## config.mk

```make
export PLATFORM = sky130hd
export DESIGN_NAME = axi_master
export DESIGN_NICKNAME = d
export VERILOG_FILES = /design/src/rtl/axi_master_pkg.sv /design/src/rtl/axi_master.sv
export SDC_FILE = /design/constraint.sdc
export NUM_CORES = 1
export LEC_CHECK = 0
export BUFFER_PORTS_ARGS = -buffer_cell sky130_fd_sc_hd__buf_2
export CAP_MARGIN = 10
export CELL_PAD_IN_SITES_DETAIL_PLACEMENT = 1
export CELL_PAD_IN_SITES_GLOBAL_PLACEMENT = 2
export CORE_AREA = 8 8 100 170
export DETAILED_ROUTE_END_ITERATION = 10
export DIE_AREA = 0 0 108 178
export PLACE_DENSITY_LB_ADDON = 0.1
export SYNTH_ARGS = -nofsm -noshare
export SYNTH_HDL_FRONTEND = slang
export SYNTH_SLANG_ARGS = --single-unit
```

## constraint.sdc

```tcl
create_clock -name ACLK -period 2.8 [get_ports ACLK]
set_input_delay 0.56 -clock ACLK [delete_from_list [all_inputs] [get_ports ACLK]]
set_output_delay 0.56 -clock ACLK [all_outputs]
set_load 0.1 [all_outputs]
```

## src/rtl/axi_master_pkg.sv

```systemverilog
// Shared state encoding and AXI field constants for the burst test master.
package axi_master_pkg;

  typedef enum logic [2:0] {
    IDLE    = 3'd0,
    WR_ADDR = 3'd1,
    WR_DATA = 3'd2,
    WR_RESP = 3'd3,
    RD_ADDR = 3'd4,
    RD_DATA = 3'd5,
    DONE    = 3'd6
  } state_e;

  localparam logic [1:0] BURST_INCR    = 2'b01;
  localparam logic [2:0] SIZE_4B       = 3'b010;
  localparam logic [1:0] RESP_OKAY     = 2'b00;
  localparam logic [3:0] CACHE_BUF_MOD = 4'b0011;

  // Beat k of burst b carries b*burst_len + k + 1, so a pass never writes zero.
  function automatic logic [31:0] beat_pattern(input logic [7:0]  burst,
                                               input logic [7:0]  beat,
                                               input logic [31:0] burst_len);
    return 32'(burst) * burst_len + 32'(beat) + 32'd1;
  endfunction

endpackage

```

## src/rtl/axi_master.sv

```systemverilog
// AXI4 burst test master: writes an incrementing pattern over C_NUM_BURSTS bursts,
// reads it back, and raises a sticky ERROR on any data, response or RLAST fault.
module axi_master
  import axi_master_pkg::*;
#(
  parameter int          C_M_AXI_DATA_WIDTH = 32,
  parameter logic [31:0] C_TARGET_ADDR      = 32'h0000_0000,
  parameter int          C_BURST_LEN        = 16,
  parameter int          C_NUM_BURSTS       = 4
) (
  input  logic                              ACLK,
  input  logic                              ARESETN,
  // write address
  output logic [0:0]                        M_AXI_AWID,
  output logic [31:0]                       M_AXI_AWADDR,
  output logic [7:0]                        M_AXI_AWLEN,
  output logic [2:0]                        M_AXI_AWSIZE,
  output logic [1:0]                        M_AXI_AWBURST,
  output logic [1:0]                        M_AXI_AWLOCK,
  output logic [3:0]                        M_AXI_AWCACHE,
  output logic [2:0]                        M_AXI_AWPROT,
  output logic [3:0]                        M_AXI_AWQOS,
  output logic [0:0]                        M_AXI_AWUSER,
  output logic                              M_AXI_AWVALID,
  input  logic                              M_AXI_AWREADY,
  // write data
  output logic [C_M_AXI_DATA_WIDTH-1:0]     M_AXI_WDATA,
  output logic [C_M_AXI_DATA_WIDTH/8-1:0]   M_AXI_WSTRB,
  output logic                              M_AXI_WLAST,
  output logic [0:0]                        M_AXI_WUSER,
  output logic                              M_AXI_WVALID,
  input  logic                              M_AXI_WREADY,
  // write response
  input  logic [0:0]                        M_AXI_BID,
  input  logic [1:0]                        M_AXI_BRESP,
  input  logic [0:0]                        M_AXI_BUSER,
  input  logic                              M_AXI_BVALID,
  output logic                              M_AXI_BREADY,
  // read address
  output logic [0:0]                        M_AXI_ARID,
  output logic [31:0]                       M_AXI_ARADDR,
  output logic [7:0]                        M_AXI_ARLEN,
  output logic [2:0]                        M_AXI_ARSIZE,
  output logic [1:0]                        M_AXI_ARBURST,
  output logic [1:0]                        M_AXI_ARLOCK,
  output logic [3:0]                        M_AXI_ARCACHE,
  output logic [2:0]                        M_AXI_ARPROT,
  output logic [3:0]                        M_AXI_ARQOS,
  output logic [0:0]                        M_AXI_ARUSER,
  output logic                              M_AXI_ARVALID,
  input  logic                              M_AXI_ARREADY,
  // read data
  input  logic [0:0]                        M_AXI_RID,
  input  logic [C_M_AXI_DATA_WIDTH-1:0]     M_AXI_RDATA,
  input  logic [1:0]                        M_AXI_RRESP,
  input  logic                              M_AXI_RLAST,
  input  logic [0:0]                        M_AXI_RUSER,
  input  logic                              M_AXI_RVALID,
  output logic                              M_AXI_RREADY,
  output logic                              ERROR
);

  localparam logic [7:0] LAST_BEAT  = 8'(C_BURST_LEN - 1);
  localparam logic [7:0] LAST_BURST = 8'(C_NUM_BURSTS - 1);

  state_e      state_q, state_d;
  logic [7:0]  burst_q, burst_d;
  logic [7:0]  beat_q,  beat_d;
  logic        error_q, error_d;

  logic [31:0] burst_addr;
  logic [31:0] beat_data;
  logic        rd_bad;
  logic        unused_inputs;

  // IDs and user sidebands are fixed at zero, so nothing returned on them matters.
  assign unused_inputs = ^{M_AXI_BID, M_AXI_BUSER, M_AXI_RID, M_AXI_RUSER};

  assign burst_addr = C_TARGET_ADDR + 32'(burst_q) * 32'(C_BURST_LEN * 4);
  assign beat_data  = beat_pattern(burst_q, beat_q, 32'(C_BURST_LEN));

  assign rd_bad = (M_AXI_RDATA != C_M_AXI_DATA_WIDTH'(beat_data))
               || (M_AXI_RRESP != RESP_OKAY)
               || (M_AXI_RLAST != (beat_q == LAST_BEAT));

  always_ff @(posedge ACLK) begin
    if (!ARESETN) begin
      state_q <= IDLE;
      burst_q <= '0;
      beat_q  <= '0;
      error_q <= 1'b0;
    end else begin
      state_q <= state_d;
      burst_q <= burst_d;
      beat_q  <= beat_d;
      error_q <= error_d;
    end
  end

  always_comb begin
    state_d = state_q;
    burst_d = burst_q;
    beat_d  = beat_q;
    error_d = error_q;
    unique case (state_q)
      IDLE: begin
        state_d = WR_ADDR;
        burst_d = '0;
        beat_d  = '0;
      end
      WR_ADDR: begin
        if (M_AXI_AWREADY) begin
          state_d = WR_DATA;
          beat_d  = '0;
        end
      end
      WR_DATA: begin
        if (M_AXI_WREADY) begin
          if (beat_q == LAST_BEAT) begin
            state_d = WR_RESP;
            beat_d  = '0;
          end else begin
            beat_d = beat_q + 8'd1;
          end
        end
      end
      WR_RESP: begin
        if (M_AXI_BVALID) begin
          if (M_AXI_BRESP != RESP_OKAY) error_d = 1'b1;
          if (burst_q == LAST_BURST) begin
            state_d = RD_ADDR;
            burst_d = '0;
          end else begin
            state_d = WR_ADDR;
            burst_d = burst_q + 8'd1;
          end
        end
      end
      RD_ADDR: begin
        if (M_AXI_ARREADY) begin
          state_d = RD_DATA;
          beat_d  = '0;
        end
      end
      RD_DATA: begin
        if (M_AXI_RVALID) begin
          if (rd_bad) error_d = 1'b1;
          // The slave's RLAST ends the burst even when it arrives on the wrong beat.
          if (M_AXI_RLAST) begin
            beat_d = '0;
            if (burst_q == LAST_BURST) begin
              state_d = DONE;
            end else begin
              state_d = RD_ADDR;
              burst_d = burst_q + 8'd1;
            end
          end else begin
            beat_d = beat_q + 8'd1;
          end
        end
      end
      DONE:    state_d = DONE;
      default: state_d = IDLE;
    endcase
  end

  // Every VALID/READY is decoded from registered state only.
  assign M_AXI_AWID    = '0;
  assign M_AXI_AWADDR  = burst_addr;
  assign M_AXI_AWLEN   = LAST_BEAT;
  assign M_AXI_AWSIZE  = SIZE_4B;
  assign M_AXI_AWBURST = BURST_INCR;
  assign M_AXI_AWLOCK  = '0;
  assign M_AXI_AWCACHE = CACHE_BUF_MOD;
  assign M_AXI_AWPROT  = '0;
  assign M_AXI_AWQOS   = '0;
  assign M_AXI_AWUSER  = '0;
  assign M_AXI_AWVALID = (state_q == WR_ADDR);

  assign M_AXI_WDATA   = C_M_AXI_DATA_WIDTH'(beat_data);
  assign M_AXI_WSTRB   = '1;
  assign M_AXI_WLAST   = (state_q == WR_DATA) && (beat_q == LAST_BEAT);
  assign M_AXI_WUSER   = '0;
  assign M_AXI_WVALID  = (state_q == WR_DATA);

  assign M_AXI_BREADY  = (state_q == WR_RESP);

  assign M_AXI_ARID    = '0;
  assign M_AXI_ARADDR  = burst_addr;
  assign M_AXI_ARLEN   = LAST_BEAT;
  assign M_AXI_ARSIZE  = SIZE_4B;
  assign M_AXI_ARBURST = BURST_INCR;
  assign M_AXI_ARLOCK  = '0;
  assign M_AXI_ARCACHE = CACHE_BUF_MOD;
  assign M_AXI_ARPROT  = '0;
  assign M_AXI_ARQOS   = '0;
  assign M_AXI_ARUSER  = '0;
  assign M_AXI_ARVALID = (state_q == RD_ADDR);

  assign M_AXI_RREADY  = (state_q == RD_DATA);

  assign ERROR         = error_q;

endmodule

```

# == Word level (Yosys, flattened, before mapping) ==
# Index checks and enable logic that the tools add are counted.
# word_totals
regBits,20
inputBits,48
output_inout_bits,164
elab_cells,69
# classes
n_addsub,4
n_eq_ne,20
mux,28
n_reduce_logical,13
# ops
cell,n
8-bit 2-to-1 mux,11
8-bit one-hot mux with 5 select lines,1
32-bit by 14-bit != test with 1-bit output,1
3-bit 2-to-1 mux,8
8-bit one-hot mux with 3 select lines,1
3-bit one-hot mux with 7 select lines,1
8-bit by 1-bit adder with 8-bit output (second input constant),2
5-bit AND reduction,3
13-bit by 1-bit adder with 14-bit output (second input constant),1
12-bit by 8-bit adder with 13-bit output,1
2-bit by 1-bit != test with 1-bit output (second input constant),6
3-bit == test (second input constant),3
8-bit by 2-bit == test with 1-bit output (second input constant),1
8-bit by 4-bit == test with 1-bit output (second input constant),1
2-bit != test (second input constant),4
7-bit AND reduction,1
3-bit by 2-bit == test with 1-bit output (second input constant),2
2-bit nonzero test,3
5-bit nonzero test,1
1-bit 2-to-1 mux,4
3-bit by 1-bit == test with 1-bit output (second input constant),1
3-bit logical NOT,1
3-bit nonzero test,1
1-bit logical OR,2
4 further kinds,4

# == Longest topological paths before layout ==
# depth
ltp_word,8
ltp_mapped,8

# == Least setup slack after synthesis ==
# No wires, ideal clock.
# synth_timing
path_kind,register to output
from,reg burst_q[0]
to,out M_AXI_WDATA[10]
arrival_time_ns,3.790
t_required_ns,2.240
path_slack_ns,-1.550
stages_incl_launch_ff,8
path_buffers,1
cell_sequence,dfxtp_1 -> ha_1 -> clkbuf_1 -> a41oi_1 -> a22oi_1 -> a21o_1 -> nand3_1 -> xnor2_1
# synth_via
elab_chain_cells,2
# synth_lines
item,line,rtl
start: declaration,axi_master.sv:67,"logic [7:0] burst_q, burst_d;"
start signal: assignment,axi_master.sv:94,burst_q <= burst_d;
12-bit by 8-bit adder with 13-bit output,axi_master_pkg.sv:23,return 32'(burst) * burst_len + 32'(beat) + 32'd1;
13-bit by 1-bit adder with 14-bit output,axi_master_pkg.sv:23,
end: declaration,axi_master.sv:27,"output logic [C_M_AXI_DATA_WIDTH-1:0] M_AXI_WDATA,"
# Every way passes these cells.

# == Worst setup path in the final report ==
# layout_timing
from,reg beat_q[5]
to,out M_AXI_WDATA[12]
# layout_via
elab_chain_cells,2
# layout_lines
item,line,rtl
start: declaration,axi_master.sv:68,"logic [7:0] beat_q, beat_d;"
start signal: assignment,axi_master.sv:95,beat_q <= beat_d;
12-bit by 8-bit adder with 13-bit output,axi_master_pkg.sv:23,
13-bit by 1-bit adder with 14-bit output,axi_master_pkg.sv:23,
# Every way passes these cells.

==> flow_summary.toml <==
[floorplanning]
fp.dieH_um = 178
start_util_pct = 20.4
dieWidth_um = 108
core_um2 = 14700
ios = 212
num_rows = 59
die_area_um2 = 19200

[sta]
rsz0062_at_grt = "false"
maxSlewHeadroom_pct = 54.9
fin_crit_ns = 2.68
final-setup-viol-count = 0
hold_violations = 0
slew_violations = 0
tightestPinTransition_ns = 0.675
fmax_mhz = 373
finalCritPeriodShare_pct = 95.7
fin_skew_ns = 0.00695

[cts]
cts_tree = "built"
clockBufferDepth = 2
postCtsHoldBufs = 0
cts_root_buf = "clkbuf_16"
clkSlewWorstSetupHoldPaths_ns = 0.06
htree_levels = 1
clk_latency_ns = 0.27
cts_buffers = 3
cts_sinks = 20

[detailed_routing]
drcViolationCount = 0
vias_per_cell = 3.91
first_pass_iters = 4
num_vias = 2581
ant_nets = 0
wl_mm = 10.6
dr.first_iter.drc_count = 38
wl_per_cell_um = 16.1

[placed_design]
port_buffers = 79
placed_cells = 656
gp_congestion = 0.801
dp_hpwl_mm = 9.33

[yosys]
yosys_warnings = 0
post-synth-top-count-cell = "buf_4"
syn_avg_cell_area_um2 = 7.47
synth_top_area_share_pct = 34.3
synth_common_cells = "137 x buf_4, 28 x nor2_1, 26 x xnor2_1, 25 x nand2_1, 20 x dfxtp_1"
synth_top_area_cell = "buf_4"
synth_ff_type = "dfxtp_1"
synth.yosys.seq_area_share_pct = 13.4
synthCells = 401
synthesis.area_um2 = 3000
synth-edff-count = 0
ys_types = 56
synth-async-reset-ratio_pct = 0
ys_seq_elements = 20
synth_area_leaders = "buf_4 34%, dfxtp_1 13%, xnor2_1 7.6%"

[setup_path]
worstPathRequired_ns = 2.24
reg2reg_setup_slack_ns = 0.34
start_kind = "flip-flop"
critPathCaptureType = "output port"
crit_path_top_delay_cell = "dfxtp_1"
cpLargestDelayFamily = "compound AO/OA/AOI/OAI gates"
crit_buf_inv = 2
critPathKind = "reg -> out"
cp_max_fo = 5
slowest_delay_ns = 0.46
arrival_ns = 2.12
crit_chain = "ha_4 > o21ai_1 > a22oi_2 > a21o_1 > buf_4 > and3_2 > buf_12"

[pwr]
cellLeakagePower_nw = 1.69
p_per_area_nw_per_um2 = 639
peakVddDrop_v = 0.000283

[cells_and_area]
drive_above_1_share_pct = 28.9
antenna_cells = 0
area_growth_syn_to_layout_pct = 18.8
final_cells = 660
final_util_pct = 24.2
nets = 533

[global_routing]
grtUsageTotal_pct = 10.4
grt_pass1_vias = 2891
grt_pass1_wl_mm = 15.7
gr-total-overflow = 0
grt_max_degree = 13
antenna_found_initial = 0

[job]
cap_viol_max_count = 0

[min_path]
hp-class = "reg -> reg"

[run_status]
status = "completed"
==> metal layers <==
metal,vias up,track usage (%),part of all wire [%]
li1,1239,-,-
met1,1193,10.4,36
met2,140,20.2,54
met3,9,1.92,7.6
met4,0,4.30,2.4
met5,-,0,0
==> cells by family after synthesis <==
| kind of cell | count (synthesis) | synth area share (%) |
|---|---|---|
| compound gates | 61 | 14.5 |
| xor+xnor | 34 | 9.94 |
| fa+ha+maj | 7 | 2.92 |
| buf+inv | 163 | 38.3 |
| flops | 20 | 13.4 |
| mux | 5 | 1.71 |
| other cells | 2 | 0.251 |
| simple gates | 109 | 19.0 |
==> final timing paths <==
| check | cells past startpoint | to | startpoint |
|---|---|---|---|
| min | 2 | burst_q[1]$_SDFFE_PN0P_ | burst_q[1]$_SDFFE_PN0P_ |
| max reg2reg | 9 | ERROR$_SDFFE_PN0P_ | beat_q[0]$_SDFFE_PN0P_ |
| max | 7 | M_AXI_WDATA[12] | beat_q[5]$_SDFFE_PN0P_ |
| min reg2reg | 2 | burst_q[1]$_SDFFE_PN0P_ | burst_q[1]$_SDFFE_PN0P_ |
==> flip-flops by register name, indices dropped and copies added (netlist names) <==
signal	cells
beat_q	8
burst_q	8
state_q	3
ERROR	1
==> metrics by stage <==
step                      hold slack [ns]  setup slack (ns)  cell area [µm²]  power [mW]  TNS (ns)
final                               0.556             0.119             3560        2.28         0
after global routing                0.599           0.00857             3560        2.39         0
after CTS                           0.550            0.0266             3530        2.31         0
after detailed placement            0.537             0.133             3400        1.88         0
after global placement              0.527             0.152             3400        1.87         0
after floorplan                     0.511            -0.224             3620        1.80    -0.224
==> power by group <==
part | switching (mW) | internal, mW | total, mW
registers | 0.0420 | 0.306 | 0.348
clock network | 0.125 | 0.284 | 0.410
logic | 1.29 | 0.227 | 1.52
total | 1.46 | 0.818 | 2.28
==> final cells by class <==
class / instances / area [µm²]
well taps: 183 / 229
clock buffers: 3 / 75.1
inverters: 10 / 37.5
flip-flops and latches: 20 / 415
repair buffers: 99 / 666
clock inverters: 1 / 30.0
fillers: 1835 / 11100
multi-input cells: 344 / 2110
==> worst reg2reg max path, delay by kind of cell, from the launching register on <==
family | cells | cell delay [ns]
adders and majority gates | 1 | 0.25
and+or+nand+nor | 4 | 1.11
buffers and inverters | 2 | 0.36
DFF | 1 | 0.35
AOI/OAI and AO/OA | 2 | 0.29
==> cell usage in the layout, fill, tap and decap left out, drive strengths merged, types with 3 or more instances in the layout <==
cell     Yosys  final
nor2b        6      6
nand4        4      4
a22oi        5      5
nor3b        4      4
and4         3      3
and3         3      3
a31oi        3      3
a2111oi      3      3
dfxtp       20     20
nand2       26     26
a21boi       6      6
xor2         8      8
clkbuf       8      3
nor3         5      5
inv         10     10
nand2b       4      4
ha           7      7
nor2        29     29
o21ai       14     14
a211oi       3      3
nand3       11     11
xnor2       26     26
buf        145     99
a21oi        9      9
nor4         8      8
conb         2    128
mux2i        4      4
==> timing repair <==
item	4_1_cts	5_1_grt
endpoints found under the setup margin	4	4
endpoints found under the hold margin	0	0
pin swaps	1	2
resized for setup	4	5
buffers inserted	0	0
No activity file was read; power rests on OpenSTA's default activity.
